File: src/rtl/reg_exe_hazard_ctrl_pkg.sv
// reg_exe_hazard_ctrl_pkg: shared constants and types for the register-to-execute hazard controller
// Contents: register-file geometry, the hardwired-zero register index and the multiply FSM state type.
package reg_exe_hazard_ctrl_pkg;
    localparam int NUM_REGS   = 32;
    localparam int ADDR_WIDTH = 5;
    localparam int REG_ZERO   = 0;
    typedef enum logic {IDLE, MUL} mul_state_t;
endpackage

File: src/rtl/reg_exe_hazard_ctrl_scoreboard.sv
// reg_scoreboard: pending-write scoreboard with write-first bypass on all read ports
// Ports:
//   i_clk, i_rst            clock, synchronous active-high reset (clears all pending bits)
//   i_set_en, i_set_addr    mark a register pending at the next edge (wins over a same-edge clear)
//   i_clr_en, i_clr_addr    writeback commit; clears the bit and is bypassed to the read ports
//   i_rd_a_addr, o_rd_a     operand A pending lookup
//   i_rd_b_addr, o_rd_b     operand B pending lookup
//   i_waw_addr, o_waw       destination pending lookup
module reg_scoreboard
    import reg_exe_hazard_ctrl_pkg::*;
#(
    parameter int P_NUM_REGS   = NUM_REGS,
    parameter int P_ADDR_WIDTH = ADDR_WIDTH
) (
    input  logic                    i_clk,
    input  logic                    i_rst,
    input  logic                    i_set_en,
    input  logic [P_ADDR_WIDTH-1:0] i_set_addr,
    input  logic                    i_clr_en,
    input  logic [P_ADDR_WIDTH-1:0] i_clr_addr,
    input  logic [P_ADDR_WIDTH-1:0] i_rd_a_addr,
    input  logic [P_ADDR_WIDTH-1:0] i_rd_b_addr,
    input  logic [P_ADDR_WIDTH-1:0] i_waw_addr,
    output logic                    o_rd_a,
    output logic                    o_rd_b,
    output logic                    o_waw
);
    logic [P_NUM_REGS-1:0] r_pending;
    logic [P_NUM_REGS-1:0] w_set_mask;
    logic [P_NUM_REGS-1:0] w_clr_mask;
    logic [P_NUM_REGS-1:0] w_eff;
    localparam logic [P_NUM_REGS-1:0] L_KEEP = {{(P_NUM_REGS-1){1'b1}}, 1'b0};

    always_comb begin
        w_set_mask = '0;
        w_clr_mask = '0;
        if (i_set_en) w_set_mask[i_set_addr] = 1'b1;
        if (i_clr_en) w_clr_mask[i_clr_addr] = 1'b1;
        // register file is write-first: a committing writeback no longer counts as pending
        w_eff  = r_pending & ~w_clr_mask;
        o_rd_a = w_eff[i_rd_a_addr];
        o_rd_b = w_eff[i_rd_b_addr];
        o_waw  = w_eff[i_waw_addr];
    end

    always_ff @(posedge i_clk) begin
        if (i_rst) r_pending <= '0;
        else       r_pending <= (w_eff | w_set_mask) & L_KEEP;
    end
endmodule

File: src/rtl/reg_exe_hazard_ctrl.sv
// reg_exe_hazard_ctrl: issue/stall/bubble/flush control for the register-to-execute pipeline latch
// Ports:
//   i_clock, i_reset                 clock, synchronous active-high reset
//   i_dec_*                          register-stage instruction: valid, sources, destination, multiply flag
//   i_exe_branch_taken               taken branch in execute; flushes the register stage
//   i_wb_write_enable, i_wb_write_addr  writeback commit (bypassed into hazard checks)
//   o_issue                          instruction enters execute at the next edge
//   o_reg_stall                      hold register stage and earlier
//   o_exe_bubble                     load zeros into the execute latch
//   o_exe_hold                       execute latch keeps its multiply
//   o_flush                          invalidate register stage and younger
//   o_mul_busy                       multiply occupies execute
module reg_exe_hazard_ctrl
    import reg_exe_hazard_ctrl_pkg::*;
#(
    parameter int P_NUM_REGS    = NUM_REGS,
    parameter int P_ADDR_WIDTH  = ADDR_WIDTH,
    parameter int P_MUL_LATENCY = 4
) (
    input  logic                    i_clock,
    input  logic                    i_reset,
    input  logic                    i_dec_valid,
    input  logic                    i_dec_src_a_used,
    input  logic [P_ADDR_WIDTH-1:0] i_dec_src_a_addr,
    input  logic                    i_dec_src_b_used,
    input  logic [P_ADDR_WIDTH-1:0] i_dec_src_b_addr,
    input  logic                    i_dec_write_enable,
    input  logic [P_ADDR_WIDTH-1:0] i_dec_write_addr,
    input  logic                    i_dec_is_mul,
    input  logic                    i_exe_branch_taken,
    input  logic                    i_wb_write_enable,
    input  logic [P_ADDR_WIDTH-1:0] i_wb_write_addr,
    output logic                    o_issue,
    output logic                    o_reg_stall,
    output logic                    o_exe_bubble,
    output logic                    o_exe_hold,
    output logic                    o_flush,
    output logic                    o_mul_busy
);
    localparam int CW = (P_MUL_LATENCY > 2) ? $clog2(P_MUL_LATENCY) : 1;
    localparam logic [P_ADDR_WIDTH-1:0] L_ZERO = P_ADDR_WIDTH'(REG_ZERO);

    mul_state_t      r_state, w_state_nxt;
    logic [CW-1:0]   r_cnt, w_cnt_nxt;
    logic            w_pend_a, w_pend_b, w_pend_w;
    logic            w_src_hazard, w_waw_hazard, w_mul_busy, w_flush, w_stall, w_issue;

    reg_scoreboard #(
        .P_NUM_REGS   (P_NUM_REGS),
        .P_ADDR_WIDTH (P_ADDR_WIDTH)
    ) u_sb (
        .i_clk       (i_clock),
        .i_rst       (i_reset),
        .i_set_en    (w_issue & i_dec_write_enable & (i_dec_write_addr != L_ZERO)),
        .i_set_addr  (i_dec_write_addr),
        .i_clr_en    (i_wb_write_enable & (i_wb_write_addr != L_ZERO)),
        .i_clr_addr  (i_wb_write_addr),
        .i_rd_a_addr (i_dec_src_a_addr),
        .i_rd_b_addr (i_dec_src_b_addr),
        .i_waw_addr  (i_dec_write_addr),
        .o_rd_a      (w_pend_a),
        .o_rd_b      (w_pend_b),
        .o_waw       (w_pend_w)
    );

    always_comb begin
        w_src_hazard = (i_dec_src_a_used & (i_dec_src_a_addr != L_ZERO) & w_pend_a)
                     | (i_dec_src_b_used & (i_dec_src_b_addr != L_ZERO) & w_pend_b);
        w_waw_hazard = i_dec_write_enable & (i_dec_write_addr != L_ZERO) & w_pend_w;
        // reset masks the FSM so outputs are quiet even when reset lands mid-multiply
        w_mul_busy   = (r_state == MUL) & ~i_reset;
        w_flush      = i_exe_branch_taken & ~i_reset;
        w_stall      = i_dec_valid & (w_src_hazard | w_waw_hazard | w_mul_busy);
        w_issue      = ~i_reset & ~w_flush & i_dec_valid & ~w_stall;
        o_issue      = w_issue;
        o_reg_stall  = ~i_reset & ~w_flush & w_stall;
        o_exe_bubble = w_flush | (~w_issue & ~w_mul_busy);
        o_exe_hold   = w_mul_busy;
        o_flush      = w_flush;
        o_mul_busy   = w_mul_busy;
    end

    always_comb begin
        w_state_nxt = r_state;
        w_cnt_nxt   = r_cnt;
        if (r_state == IDLE) begin
            if (w_issue & i_dec_is_mul) begin
                w_state_nxt = MUL;
                w_cnt_nxt   = CW'(P_MUL_LATENCY - 1);
            end
        end else begin
            w_cnt_nxt   = r_cnt - CW'(1);
            w_state_nxt = (r_cnt == CW'(1)) ? IDLE : MUL;
        end
    end

    always_ff @(posedge i_clock) begin
        if (i_reset) begin
            r_state <= IDLE;
            r_cnt   <= '0;
        end else begin
            r_state <= w_state_nxt;
            r_cnt   <= w_cnt_nxt;
        end
    end
endmodule

File: config.mk
export PLATFORM = sky130hd
export DESIGN_NAME = reg_exe_hazard_ctrl
export DESIGN_NICKNAME = d
export VERILOG_FILES = /design/src/rtl/reg_exe_hazard_ctrl_pkg.sv /design/src/rtl/reg_exe_hazard_ctrl_scoreboard.sv /design/src/rtl/reg_exe_hazard_ctrl.sv
export SDC_FILE = /design/constraint.sdc
export NUM_CORES = 1
export LEC_CHECK = 0
export BUFFER_PORTS_ARGS = -buffer_cell sky130_fd_sc_hd__buf_2
export CAP_MARGIN = 20
export CORE_ASPECT_RATIO = 0.6
export CORE_MARGIN = 4
export CORE_UTILIZATION = 40
export DETAILED_ROUTE_END_ITERATION = 8
export GPL_ROUTABILITY_DRIVEN = 0
export PLACE_DENSITY = 0.7
export SLEW_MARGIN = 20
export SYNTH_ARGS = -nofsm -noshare
export SYNTH_HDL_FRONTEND = slang
export SYNTH_SLANG_ARGS = --single-unit
export TNS_END_PERCENT = 5
File: constraint.sdc
create_clock -name i_clock -period 3.7 [get_ports i_clock]
set_input_delay 0.37 -clock i_clock [delete_from_list [all_inputs] [get_ports i_clock]]
set_output_delay 0.37 -clock i_clock [all_outputs]
set_load 0.05 [all_outputs]
==> out/metrics.cfg <==
[sta]
clock.fmax_mhz = 277
slew_viol_final = 0
skew_ns = 0.00487
rsz0062_at_grt = no
fin_crit_ns = 3.61
tns_ns = 0
hold_viol = 0
fin_crit_sh = 0.975
slew_headroom = 0.535
worstMarginPinSlew_ns = 0.698
setup_viol = 0

[layout]
nNetsFinal = 361
instances_no_fill = 415
fin_area_um2 = 2920
area_growth_pct = 12.3
drive_gt1_frac = 0.221
n_fill_cell = 645
diodes = 0
regArea_um2 = 681
multi_input_area_um2 = 1750

[route]
drt-total-wl_um = 9770
routedWlPerCell_um = 23.5
num_vias = 3004
via_per_inst = 7.24
drtPass1Iterations = 5
final_antenna_net_count = 0
route.detailed.drc = 0
drt_iter0_drc = 436

[synthesis]
synth_largest_area_cell = dfxtp_1
muxShareOfSynthArea = 0.0818
ys_types = 59
ys_seq_area_frac = 0.262
synth_area_leaders = dfxtp_1, o32ai_1, o211ai_1, o21ai_1, o2111ai_1
avgSynthCellArea_um2 = 8.36
synth_xor_xnor_area_share = 0.00337
synth_top_area_frac = 0.262
synth_ff_type = dfxtp_1
synthAdderAreaFrac = 0.00481
async_flop_share = 0
synth_edf_count = 0
yosysWarnings = 0
syn-num-nets = 341
postSynthCellCount = 311
synthSimpleGateAreaFrac = 0.196
synth_compound_area_frac = 0.384
synth-seq-cells = 34
mappedNetlistArea_um2 = 2600
synth_top_family_by_area = compound AO/OA/AOI/OAI gates

[floorplan]
core_um2 = 6220
fp.dieH_um = 70.5
initial_core_util = 0.418
die_w_um = 112
rows = 22
io_pins = 35
die_area_um2 = 7900

[hold_path]
hold_class = primary input to flip-flop

[critical_path]
slowest_stage = o21ai_1
max_stage_delay_ns = 0.50
worstPathMaxFanout = 17
cp.required_ns = 3.33
cp_top_family = compound AO/OA/AOI/OAI gates
cp-end-kind = output port
critPathKind = primary input to output port
startpoint_type = primary input
critical_path_buf_inv_count = 2
path_cells = buf_2 > nand2b_1 > o21ai_1 > mux4_2 > nor4_1 > nor4_1 > a21boi_1 > nand3_4 > o31a_1 > buf_2
worst_ep_arrival_time_ns = 3.24

[grt]
grt_max_degree = 39
antenna_found_initial = 0
grtUsageTotal = 0.243
overflow = 0
grt_pass1_vias = 2638
grt_pass1_wl_um = 15100

[clock_network]
cts_buffers = 5
cts_root_buf = clkbuf_8
cts_buffer_depth = 2
cts_tree = built
clock_sinks = 34
clk_pin_slew_worst_paths_ns = 0.07
cts-htree-levels = 2
hold_buffers = 0
clkLatencyLatePin_ns = 0.29

[placed_design]
dp_hpwl_um = 7270
placed_area_um2 = 2790
post-place-cells = 407
io_buffers = 34

[power_and_ir_drop]
power_density_nw_per_um2 = 312
p_leak_uw = 0.000957
vdd_ir_drop_max_v = 0.000133

[run_status]
outcome = completed

[job]
maxCapViolCount = 0

metrics by stage:
stage / util / worst slack [ns] / total power (uW) / hold slack, ns
after global routing: 0.469 / 0.00554 / 937 / 0.422
after CTS: 0.467 / 0.184 / 902 / 0.414
after floorplan: - / 0.321 / 496 / 0.458
after detailed placement: 0.449 / 0.193 / 549 / 0.510
final: 0.469 / 0.0912 / 911 / 0.409
after global placement: 0.449 / 0.211 / 550 / 0.474
sequential cells by signal, indices dropped and copies added (netlist names):
name            count
r_cnt               2
r_state             1
u_sb.r_pending     31
kinds of logic (layout without fill, tap and decap cells):
logic type / Yosys count / in the layout
simple gates: 86 / 86
fa+ha+maj: 1 / 1
flops: 34 / 34
mux: 16 / 16
buf+inv: 41 / 61
xor+xnor: 1 / 1
compound gates: 132 / 132
final cells by class:
cell class,instances,share of cell area
clock buffers,6,0.0283
multi-input cells,236,0.599
clock inverters,1,0.0103
inverters,13,0.0167
well taps,84,0.0360
flip-flops and latches,34,0.233
repair buffers,41,0.0763
timing repair:
action | 4_1_cts | 5_1_grt
buffers inserted | 0 | 1
endpoints found under the setup margin | 0 | 2
gates resized for setup | 0 | 2
endpoints found under the hold margin | 0 | 0
cell usage in the layout (no fill, tap or decap), drive strengths merged, types with 9 or more instances in the layout:
cell type   n
mux2i      10
o211ai     22
o2111ai    14
o32ai      23
nand2      12
dfxtp      34
buf        41
inv        13
o31ai       9
or2        11
o21ai      34
nor2       14
cells in the mapped netlist (all sizes together) (2+ instances only):
cell type  number
o31ai           9
o2111ai        14
and2            3
nand3           7
a41oi           2
o32ai          23
nor4            5
nand4           3
nor3b           2
a21o            2
mux2i          10
buf             7
nand2b          6
a32o            2
a21oi           3
clkbuf         21
nor2b           4
nand2          12
o311ai          5
inv            13
dfxtp          34
a2111oi         2
a21boi          3
or2            11
o21ai          34
a311oi          2
mux4            4
nand4b          3
mux2            2
a32oi           3
o41ai           2
o211ai         22
nor2           14
nor3            5
nand4bb         3
nand3b          2
metal layers:
metal,GRT usage,wire length (um)
met1,0.364,4240
met2,0.298,3640
met3,0.125,1720
met4,0.0413,124
met5,0.0533,54
power breakdown:
| group | switching [uW] | leakage (uW) | internal (uW) | total (uW) |
|---|---|---|---|---|
| sequential | 2.83 | 0.000274 | 369 | 372 |
| clock | 145 | 0.0000573 | 216 | 361 |
| combinational | 125 | 0.000626 | 52.8 | 178 |
| total | 273 | 0.000957 | 638 | 911 |
final timing paths:
path,start,end,slack (ns),cells past startpoint
min reg2reg,r_cnt[0]$_SDFFE_PP0P_,r_cnt[0]$_SDFFE_PP0P_,0.52,2
max reg2reg,u_sb.r_pending[28]$_SDFF_PP0_,u_sb.r_pending[21]$_SDFF_PP0_,1.00,8
max,i_wb_write_addr[2],o_exe_bubble,0.09,10
min,i_dec_is_mul,r_cnt[0]$_SDFFE_PP0P_,0.41,3
worst reg2reg max path, cell delays in order, from the launching register on:
cell      delay, ns
dfxtp_1        0.31
o21ai_1        0.25
mux4_2         0.33
nor4_1         0.04
nor4_1         0.29
a21boi_1       0.49
nand3_4        0.28
buf_4          0.31
o32ai_1        0.30
Note: power is estimated with default switching activity, not from simulation.
